===== src/rtl/seg7_scan_driver_if.sv =====
// Purpose: bundles the datapath-side controls and the board-side display pins of seg7_scan_driver.
// Latency: none (wiring only); the driver registers its outputs one cycle behind its state.
// Backpressure: none; load is a level-sampled strobe and the display pins are free-running.
//
// Signal summary (NDIGITS digits):
//   load        datapath -> driver   capture strobe for value/dp_in
//   value       datapath -> driver   packed hex digits, digit i = value[4i+3:4i]
//   dp_in       datapath -> driver   decimal-point request per digit, 1 = lit
//   lzb         datapath -> driver   leading-zero blanking enable (live)
//   blink_en    datapath -> driver   whole-display blink enable (live)
//   seg         driver -> pins       segments a..g on bits 0..6, active-low
//   dp_n        driver -> pins       decimal point, active-low
//   an_n        driver -> pins       digit enables, active-low, one-cold
//   frame_tick  driver -> datapath   one-cycle pulse per completed scan frame
interface seg7_scan_driver_if #(
    parameter int NDIGITS = 4
) ();
    logic                   load;
    logic [4*NDIGITS-1:0]   value;
    logic [NDIGITS-1:0]     dp_in;
    logic                   lzb;
    logic                   blink_en;
    logic [6:0]             seg;
    logic                   dp_n;
    logic [NDIGITS-1:0]     an_n;
    logic                   frame_tick;

    // Datapath side: supplies the word to show, observes the display.
    modport master (
        output load,
        output value,
        output dp_in,
        output lzb,
        output blink_en,
        input  seg,
        input  dp_n,
        input  an_n,
        input  frame_tick
    );

    // Driver side.
    modport slave (
        input  load,
        input  value,
        input  dp_in,
        input  lzb,
        input  blink_en,
        output seg,
        output dp_n,
        output an_n,
        output frame_tick
    );
endinterface


===== src/rtl/seg7_scan_driver.sv =====
// Purpose: time-multiplexed common-anode 7-segment driver with leading-zero blanking, blink and frame tick.
// Latency: load -> shadow on the sampling edge, shown on the following edge; all pins are registered (1 cycle).
// Backpressure: none; load is level-sampled and recaptures every cycle it is held high.
//
// Ports:
//   clk  system clock
//   rst  asynchronous active-high reset, clears all state and forces the pins blank
//   bus  seg7_scan_driver_if.slave: load/value/dp_in/lzb/blink_en in, seg/dp_n/an_n/frame_tick out
module seg7_scan_driver #(
    parameter int NDIGITS   = 4,
    parameter int SCAN_DIV  = 50000,
    parameter int BLINK_DIV = 25
) (
    input  logic                  clk,
    input  logic                  rst,
    seg7_scan_driver_if.slave     bus
);

    localparam int SCW = (SCAN_DIV  > 1) ? $clog2(SCAN_DIV)  : 1;
    localparam int IDW = (NDIGITS   > 1) ? $clog2(NDIGITS)   : 1;
    localparam int BCW = (BLINK_DIV > 1) ? $clog2(BLINK_DIV) : 1;

    localparam logic [SCW-1:0] SCAN_LAST  = SCW'(SCAN_DIV - 1);
    localparam logic [IDW-1:0] IDX_LAST   = IDW'(NDIGITS - 1);
    localparam logic [BCW-1:0] BLINK_LAST = BCW'(BLINK_DIV - 1);

    // Hex nibble to active-low segment pattern, a..g on bits 0..6.
    function automatic logic [6:0] seg7_decode(input logic [3:0] nib);
        logic [6:0] pat;
        case (nib)
            4'h0:    pat = 7'h40;
            4'h1:    pat = 7'h79;
            4'h2:    pat = 7'h24;
            4'h3:    pat = 7'h30;
            4'h4:    pat = 7'h19;
            4'h5:    pat = 7'h12;
            4'h6:    pat = 7'h02;
            4'h7:    pat = 7'h78;
            4'h8:    pat = 7'h00;
            4'h9:    pat = 7'h18;
            4'hA:    pat = 7'h08;
            4'hB:    pat = 7'h03;
            4'hC:    pat = 7'h46;
            4'hD:    pat = 7'h21;
            4'hE:    pat = 7'h06;
            default: pat = 7'h0E;
        endcase
        return pat;
    endfunction

    // ------------------------------------------------------------------
    // State
    // ------------------------------------------------------------------
    logic [SCW-1:0]          scan_cnt_q,    scan_cnt_d;
    logic [IDW-1:0]          idx_q,         idx_d;
    logic [BCW-1:0]          blink_cnt_q,   blink_cnt_d;
    logic                    blink_phase_q, blink_phase_d;
    logic [4*NDIGITS-1:0]    shadow_val_q,  shadow_val_d;
    logic [NDIGITS-1:0]      shadow_dp_q,   shadow_dp_d;

    logic [6:0]              seg_q,         seg_d;
    logic                    dp_n_q,        dp_n_d;
    logic [NDIGITS-1:0]      an_n_q,        an_n_d;
    logic                    frame_tick_q,  frame_tick_d;

    logic                    scan_wrap;
    logic                    frame_wrap;
    logic [NDIGITS-1:0]      upper_zero;
    logic [3:0]              cur_nib;
    logic                    cur_blank;

    // ------------------------------------------------------------------
    // Scan, frame and blink timing
    // ------------------------------------------------------------------
    assign scan_wrap  = (scan_cnt_q == SCAN_LAST);
    // With a single digit idx is pinned at 0, so every slot wrap is also a frame wrap.
    assign frame_wrap = scan_wrap && (idx_q == IDX_LAST);

    always_comb begin
        scan_cnt_d    = scan_cnt_q + SCW'(1);
        idx_d         = idx_q;
        blink_cnt_d   = blink_cnt_q;
        blink_phase_d = blink_phase_q;

        if (scan_wrap) begin
            scan_cnt_d = '0;
            idx_d      = (idx_q == IDX_LAST) ? '0 : idx_q + IDW'(1);
        end

        // Blink timing runs regardless of blink_en so that enabling it
        // later does not restart the cadence.
        if (frame_wrap) begin
            if (blink_cnt_q == BLINK_LAST) begin
                blink_cnt_d   = '0;
                blink_phase_d = ~blink_phase_q;
            end else begin
                blink_cnt_d   = blink_cnt_q + BCW'(1);
            end
        end
    end

    // ------------------------------------------------------------------
    // Shadow capture: display logic never looks at the live value/dp_in.
    // ------------------------------------------------------------------
    always_comb begin
        shadow_val_d = shadow_val_q;
        shadow_dp_d  = shadow_dp_q;
        if (bus.load) begin
            shadow_val_d = bus.value;
            shadow_dp_d  = bus.dp_in;
        end
    end

    // ------------------------------------------------------------------
    // Leading-zero detection: upper_zero[i] is set when shadow nibbles
    // i..NDIGITS-1 are all zero.
    // ------------------------------------------------------------------
    always_comb begin
        upper_zero = '0;
        for (int i = 0; i < NDIGITS; i++) begin
            upper_zero[i] = 1'b1;
            for (int j = i; j < NDIGITS; j++) begin
                if (shadow_val_q[4*j +: 4] != 4'h0) begin
                    upper_zero[i] = 1'b0;
                end
            end
        end
    end

    // ------------------------------------------------------------------
    // Output register next-state
    // ------------------------------------------------------------------
    always_comb begin
        cur_nib = shadow_val_q[4*int'(idx_q) +: 4];

        // Digit 0 is exempt from leading-zero blanking so an all-zero word still shows "0".
        cur_blank = (bus.blink_en && !blink_phase_q)
                 || (bus.lzb && (idx_q != '0) && upper_zero[idx_q]);

        seg_d        = 7'h7F;
        dp_n_d       = 1'b1;
        an_n_d       = '1;
        frame_tick_d = frame_wrap;

        if (!cur_blank) begin
            seg_d  = seg7_decode(cur_nib);
            dp_n_d = ~shadow_dp_q[idx_q];
            an_n_d = ~(NDIGITS'(1) << idx_q);
        end
    end

    // ------------------------------------------------------------------
    // Registers
    // ------------------------------------------------------------------
    always_ff @(posedge clk or posedge rst) begin
        if (rst) begin
            scan_cnt_q    <= '0;
            idx_q         <= '0;
            blink_cnt_q   <= '0;
            blink_phase_q <= 1'b1;
            shadow_val_q  <= '0;
            shadow_dp_q   <= '0;
            seg_q         <= 7'h7F;
            dp_n_q        <= 1'b1;
            an_n_q        <= '1;
            frame_tick_q  <= 1'b0;
        end else begin
            scan_cnt_q    <= scan_cnt_d;
            idx_q         <= idx_d;
            blink_cnt_q   <= blink_cnt_d;
            blink_phase_q <= blink_phase_d;
            shadow_val_q  <= shadow_val_d;
            shadow_dp_q   <= shadow_dp_d;
            seg_q         <= seg_d;
            dp_n_q        <= dp_n_d;
            an_n_q        <= an_n_d;
            frame_tick_q  <= frame_tick_d;
        end
    end

    assign bus.seg        = seg_q;
    assign bus.dp_n       = dp_n_q;
    assign bus.an_n       = an_n_q;
    assign bus.frame_tick = frame_tick_q;

endmodule


===== src/flat_wrapper.sv =====
// flat-port wrapper written by rule: the top's interface ports become plain ports
module seg7_scan_driver_flat 
#(
    parameter int NDIGITS   = 4,
    parameter int SCAN_DIV  = 50000,
    parameter int BLINK_DIV = 25
)
  (clk, rst, bus_load, bus_value, bus_dp_in, bus_lzb, bus_blink_en, bus_seg, bus_dp_n, bus_an_n, bus_frame_tick);
  seg7_scan_driver_if #(.NDIGITS(NDIGITS)) bus_i ();
  input  logic clk;
  input  logic rst;
  input wire logic [$bits(bus_i.load)-1:0] bus_load;
  input wire logic [$bits(bus_i.value)-1:0] bus_value;
  input wire logic [$bits(bus_i.dp_in)-1:0] bus_dp_in;
  input wire logic [$bits(bus_i.lzb)-1:0] bus_lzb;
  input wire logic [$bits(bus_i.blink_en)-1:0] bus_blink_en;
  output wire logic [$bits(bus_i.seg)-1:0] bus_seg;
  output wire logic [$bits(bus_i.dp_n)-1:0] bus_dp_n;
  output wire logic [$bits(bus_i.an_n)-1:0] bus_an_n;
  output wire logic [$bits(bus_i.frame_tick)-1:0] bus_frame_tick;
  assign bus_i.load = bus_load;
  assign bus_i.value = bus_value;
  assign bus_i.dp_in = bus_dp_in;
  assign bus_i.lzb = bus_lzb;
  assign bus_i.blink_en = bus_blink_en;
  assign bus_seg = bus_i.seg;
  assign bus_dp_n = bus_i.dp_n;
  assign bus_an_n = bus_i.an_n;
  assign bus_frame_tick = bus_i.frame_tick;
  seg7_scan_driver #(.NDIGITS(NDIGITS), .SCAN_DIV(SCAN_DIV), .BLINK_DIV(BLINK_DIV)) u_core (.clk(clk), .rst(rst), .bus(bus_i));
endmodule

===== config.mk =====
export PLATFORM = sky130hd
export DESIGN_NAME = seg7_scan_driver_flat
export DESIGN_NICKNAME = d
export VERILOG_FILES = /design/src/rtl/seg7_scan_driver_if.sv /design/src/rtl/seg7_scan_driver.sv /design/src/flat_wrapper.sv
export SDC_FILE = /design/constraint.sdc
export NUM_CORES = 1
export LEC_CHECK = 0
export ABC_AREA = 1
export BUFFER_PORTS_ARGS = -buffer_cell sky130_fd_sc_hd__buf_2
export CAP_MARGIN = 20
export CORE_ASPECT_RATIO = 0.7
export CORE_MARGIN = 2
export CORE_UTILIZATION = 62
export DETAILED_ROUTE_END_ITERATION = 12
export PLACE_DENSITY_LB_ADDON = 0.12
export SETUP_SLACK_MARGIN = 0.05
export SLEW_MARGIN = 20
export SYNTH_ARGS = -nofsm -noshare
export SYNTH_HDL_FRONTEND = slang
export SYNTH_SLANG_ARGS = --single-unit

===== constraint.sdc =====
create_clock -name clk -period 3.92 [get_ports clk]
set_input_delay 0 -clock clk [delete_from_list [all_inputs] [get_ports clk]]
set_output_delay 0 -clock clk [all_outputs]
set_load 0.01 [all_outputs]

* Word level (Yosys, flattened, before mapping)
Memories as Yosys holds them, arrays and structs flattened.
Index checks and enable logic that the tools add are counted.
** Storage, ports and cells
- Input port bits :: 25
- ROM bits :: 112
- Register bits after elaboration :: 57
- Word-level logic and storage cells :: 55
- Memories kept :: 1
- Output and inout port bits :: 13
** Memories
- (name not given) :: depth 16, bits a word 7, rd ports 1, clocked after memory_dff 0, write ports 0, RTL line seg7_scan_driver.sv:30 : case (nib)
** Operators by class
- Shifts and indexed selects :: 2
- $add $sub $neg :: 3
- Multiplexer cells :: 20
- Magnitude comparators :: 1
- Equality and inequality tests :: 3
- Reduce and logical (&&, ||, !) cells :: 12
- Bitwise gates (word level) :: 3
** Operators with widths (number)
- $add A16 B1 Y16 const B :: 1
- $eq A16 B16 Y1 const B :: 1
- $mux W16 :: 1
- $reduce_bool A4 Y1 :: 4
- $shiftx A16 B5 Y4 :: 1
- $mux W1 :: 13
- $mux W7 :: 1
- $add A5 B1 Y5 const B :: 1
- $eq A5 B5 Y1 const B :: 1
- $mux W5 :: 1
- $bmux W1 S2 :: 2
- $logic_and A1 B1 Y1 :: 4
- $mux W4 :: 1
- $not A4 Y4 :: 1
- $shl A1 B2 Y4 const A :: 1
- $lt A2 B3 Y1 const B :: 1
- $add A2 B1 Y2 const B :: 1
- $eq A2 B2 Y1 const B :: 1
- $mux W2 :: 1
- $not A1 Y1 :: 2
- $reduce_and A2 Y1 :: 1
- $reduce_bool A2 Y1 :: 1
- $logic_not A1 Y1 :: 1
- $logic_or A1 B1 Y1 :: 1

* Longest topological paths before layout
- Depth in word-level cells :: 10
- Depth in mapped cells :: 11
- Mapped depth without buffers :: 10

* Worst setup path before layout
Ideal clock, no wire load.
- Path type :: register to register
- Start :: reg u_core.idx_q[1]
- End :: reg u_core.seg_q[5] (netlist: u_core.bus.seg[5])
- Setup slack :: 2.412 ns
- Path buffers :: 1
- Data required time :: 3.843 ns
- Cell stages (with the launch flop) :: 11
- Setup time :: 0.077 ns
- Arrival time :: 1.430 ns
- Clock period less this slack :: 1.508 ns
- Cells stage by stage :: dfrtp_1 > buf_2 > inv_2 > nand3_1 > nand2_1 > inv_1 > ha_1 > nand3_1 > nand2_1 > nor2_1 > nand2_1
** Between the ends
- Word-level cells in the longest chain between the ends :: 5
- Elaborated cells between the ends (all ways) :: 9
- Those cells by class :: 1 x shift; 3 x mux; 4 x reduce/logical; 1 x memory
** Ends and longest elaborated chain
- start: declaration :: RTL line seg7_scan_driver.sv:55 : logic [IDW-1:0] idx_q, idx_d;
- start signal: assignment :: RTL line seg7_scan_driver.sv:169 : idx_q <= idx_d;
- parallel branches: the longest is 4 deep, another holds $mem_v2 Z16 W7
- $mux W7 (*) :: RTL line seg7_scan_driver.sv:145 : if (!cur_blank) begin
- net u_core.seg_d[5] :: RTL line seg7_scan_driver.sv:61 : logic [6:0] seg_q, seg_d;
- end signal: assignment :: RTL line seg7_scan_driver.sv:174 : seg_q <= seg_d;
- end: declaration :: RTL line seg7_scan_driver.sv:61
Mark *: on every way through the listed nets, which the timed path passes. The select of a mux whose other input is x is not followed.
A chain may end at the register's enable or synchronous reset.

* Worst setup path after layout
- Start :: reg u_core.idx_q[0]
- End :: reg u_core.seg_q[5] (netlist: u_core.bus.seg[5])
The elaborated chain is that of the path after synthesis.

==> impl_metrics.yaml <==
grt:
  grt_pass1_vias: 2540
  overflow: 0
  grt_pass1_wl_um: 11800
  grt_usage_pct: 27.7
  grt_start_max_net_pins: 33
  grt_antenna_before_repair: 0
setup_path:
  r2r-start: "u_core.idx_q[0]"
  path_depth: 10
  crit_type: "reg -> reg"
  required_ns: 4.15
  r2r_cells: 10
  start_kind: "register"
  rrSetupSlack_ns: 2.00
  crit_start: "u_core.idx_q[0]"
  r2r_end: "u_core.bus.seg[5]"
  slowest_stage: "dfrtp_1"
  crit_path_max_incr_delay_ns: 0.59
  worstPathArrival_ns: 2.15
  end_kind: "register"
  worstSetupEndpoint: "u_core.bus.seg[5]"
  path_cells: "inv_2, nand2_1, nand3_1, nand2_1, inv_1, ha_1, nand3_1, nand2_1, nor2_1, nand2_1"
  cp_common_cell: "nand2_1"
  crit_buf_inv: 2
  path_delay_family: "simple AND/OR/NAND/NOR gates"
  path_max_fanout: 15
synthesis:
  ys_types: 33
  avgSynthCellArea_um2: 8.57
  synth.net_count: 396
  synth_warnings: 0
  synth_area_um2: 3080
  ys_ff_latch: 57
  netlist_instances: 359
  yosysSeqAreaShare_pct: 46.9
detailed_routing:
  vias: 2583
  drtIter0Drc: 254
  ant_nets: 0
  avgViaCountPerCell: 5.23
  drt_pass1_iterations: 6
  routed_wl_um: 6620
  route.detailed.drc: 0
  wire_per_inst_um: 13.4
placed_design:
  placed_area_um2: 3290
  place.gp.congestion: 0.914
  detailed_place_hpwl_um: 4500
  io_buffers: 37
die:
  die_x_um: 88.2
  die_y_um: 62.9
  die_area_um2: 5550
  rows: 21
  start_util_pct: 64.3
  core-area_um2: 4780
  pin_count: 38
timing:
  rsz0062_at_grt: "false"
  slew_violations: 0
  timing.final.hold_violations: 0
  skew_ns: 0.00761
  slew_headroom_pct: 64.5
  fin_crit_ns: 1.92
  worstMarginPinSlew_ns: 0.531
  setup_violations: 0
  fin_crit_sh_pct: 49.0
  timing.fmax_mhz: 521
  worst_hold_slack_ns: 0.149
  setup_tns_ns: 0
clock_network:
  htree_levels: 3
  cts_resized: 0
  clock_latency_ns: 0.33
  tritoncts: "done"
  cts_sinks: 57
  cts_root_buf: "clkbuf_8"
  clk_pin_slew_ns: 0.06
  clockBufferDepth: 2
  cts_buffers: 9
finish:
  diodes: 0
  most-common-layout-cells: "nand2_1, dfrtp_1, inv_1"
  final_util_pct: 78.0
  nFillCells: 331
  final_common_cell: "nand2_1"
  design_area_um2: 3730
  area_growth_pct: 21.3
  drive_above_1_share_pct: 25.6
  fin_nets: 457
power:
  irDropWorstVdd_uv: 336
  p_leak_uw: 0.00183
  p_per_area_nw_per_um2: 380
run:
  drv_cap: 0
worst_hold_path:
  hp-class: "in -> reg"
status:
  outcome: "completed"
how the worst min path moves through the flow:
stage | slack [ns] | from | end | depth (start not counted)
final | 0.15 | bus_blink_en | u_core.bus.dp_n | 5
after global routing | 0.19 | bus_blink_en | u_core.bus.seg[6] | 5
after CTS | 0.14 | bus_blink_en | u_core.bus.dp_n | 5
after detailed placement | 0.07 | rst | u_core.scan_cnt_q[6] | 2
after global placement | 0.07 | rst | u_core.scan_cnt_q[4] | 2
after floorplan | 0.12 | bus_dp_in[1] | u_core.shadow_dp_q[1] | 2
tightest hold or removal path: cells and delay by family:
family,cells,cell delay (ns)
buffers and inverters,2,0.12
AOI/OAI and AO/OA,1,0.12
and+or+nand+nor,2,0.20
per-stage QoR:
step                cells  setup slack (ns)  total power (uW)
floorplan             359              2.41               743
global placement      457              2.12               782
detailed placement    457              2.03               787
CTS                   494              2.02              1420
global route          494              1.81              1480
finish                494              2.00              1420
report_power, final:
group,internal [uW],switching (uW)
sequential,625,18.2
combinational,67.7,83.8
clock,390,232
total,1080,334
logic make-up after synthesis:
| group | count (synthesis) | synth area share (%) |
|---|---|---|
| flip-flops | 57 | 46.9 |
| adder cells (fa/ha/maj) | 12 | 4.88 |
| multiplexers | 14 | 5.12 |
| XOR/XNOR | 7 | 1.99 |
| AND/OR/NAND/NOR | 189 | 29.0 |
| buffers and inverters | 54 | 7.56 |
| AO/OA/AOI/OAI | 26 | 4.55 |
per-layer routing:
layer	up-vias	wire (um)	share of wire (%)	global-route usage, %
li1	1250	-	-	-
met1	1203	3000	45	40.6
met2	117	3030	46	40.0
met3	13	481	7.3	8.06
met4	0	103	1.6	8.33
met5	-	0	0	0
cells in the mapped netlist, drive strengths merged:
library cell	n	area [um2]
xnor2	2	17.5
xor2	5	43.8
or2	1	6.26
dfstp	13	342
a21oi	6	33.8
ha	12	150
inv	45	169
buf	8	60.1
dfrtp	44	1100
nand3b	1	7.51
a211oi	1	7.51
nand4	3	18.8
nor2	44	211
nand2	100	395
o21a	1	7.51
nand3	36	210
mux2	14	158
nor3	4	42.5
a31oi	1	6.26
clkbuf	1	3.75
o21ai	17	85.1
state kept, by name, indices dropped and copies added (netlist names):
register and cells:
u_core.blink_cnt_q 5, u_core.bus.frame_tick 1, u_core.shadow_val_q 16, u_core.idx_q 2, u_core.blink_phase_q 1, u_core.bus.seg 7
u_core.scan_cnt_q 16, u_core.bus.an_n 4, u_core.shadow_dp_q 4, u_core.bus.dp_n 1
layout make-up:
type,count,area [um2],area share [%]
flip-flops and latches,57,1440,38.7
multi-input cells,248,1400,37.6
repair buffers,59,403,10.8
inverters,45,169,4.53
clock buffers,11,151,4.06
well taps,69,86.3,2.31
clock inverters,5,77.6,2.08
timing repair:
| item | CTS | global route |
|---|---|---|
| hold buffers | 21 | 0 |
| hold endpoints to repair | 33 | 0 |
| buffers inserted | 0 | 0 |
Power figures use the tool's default switching activity.
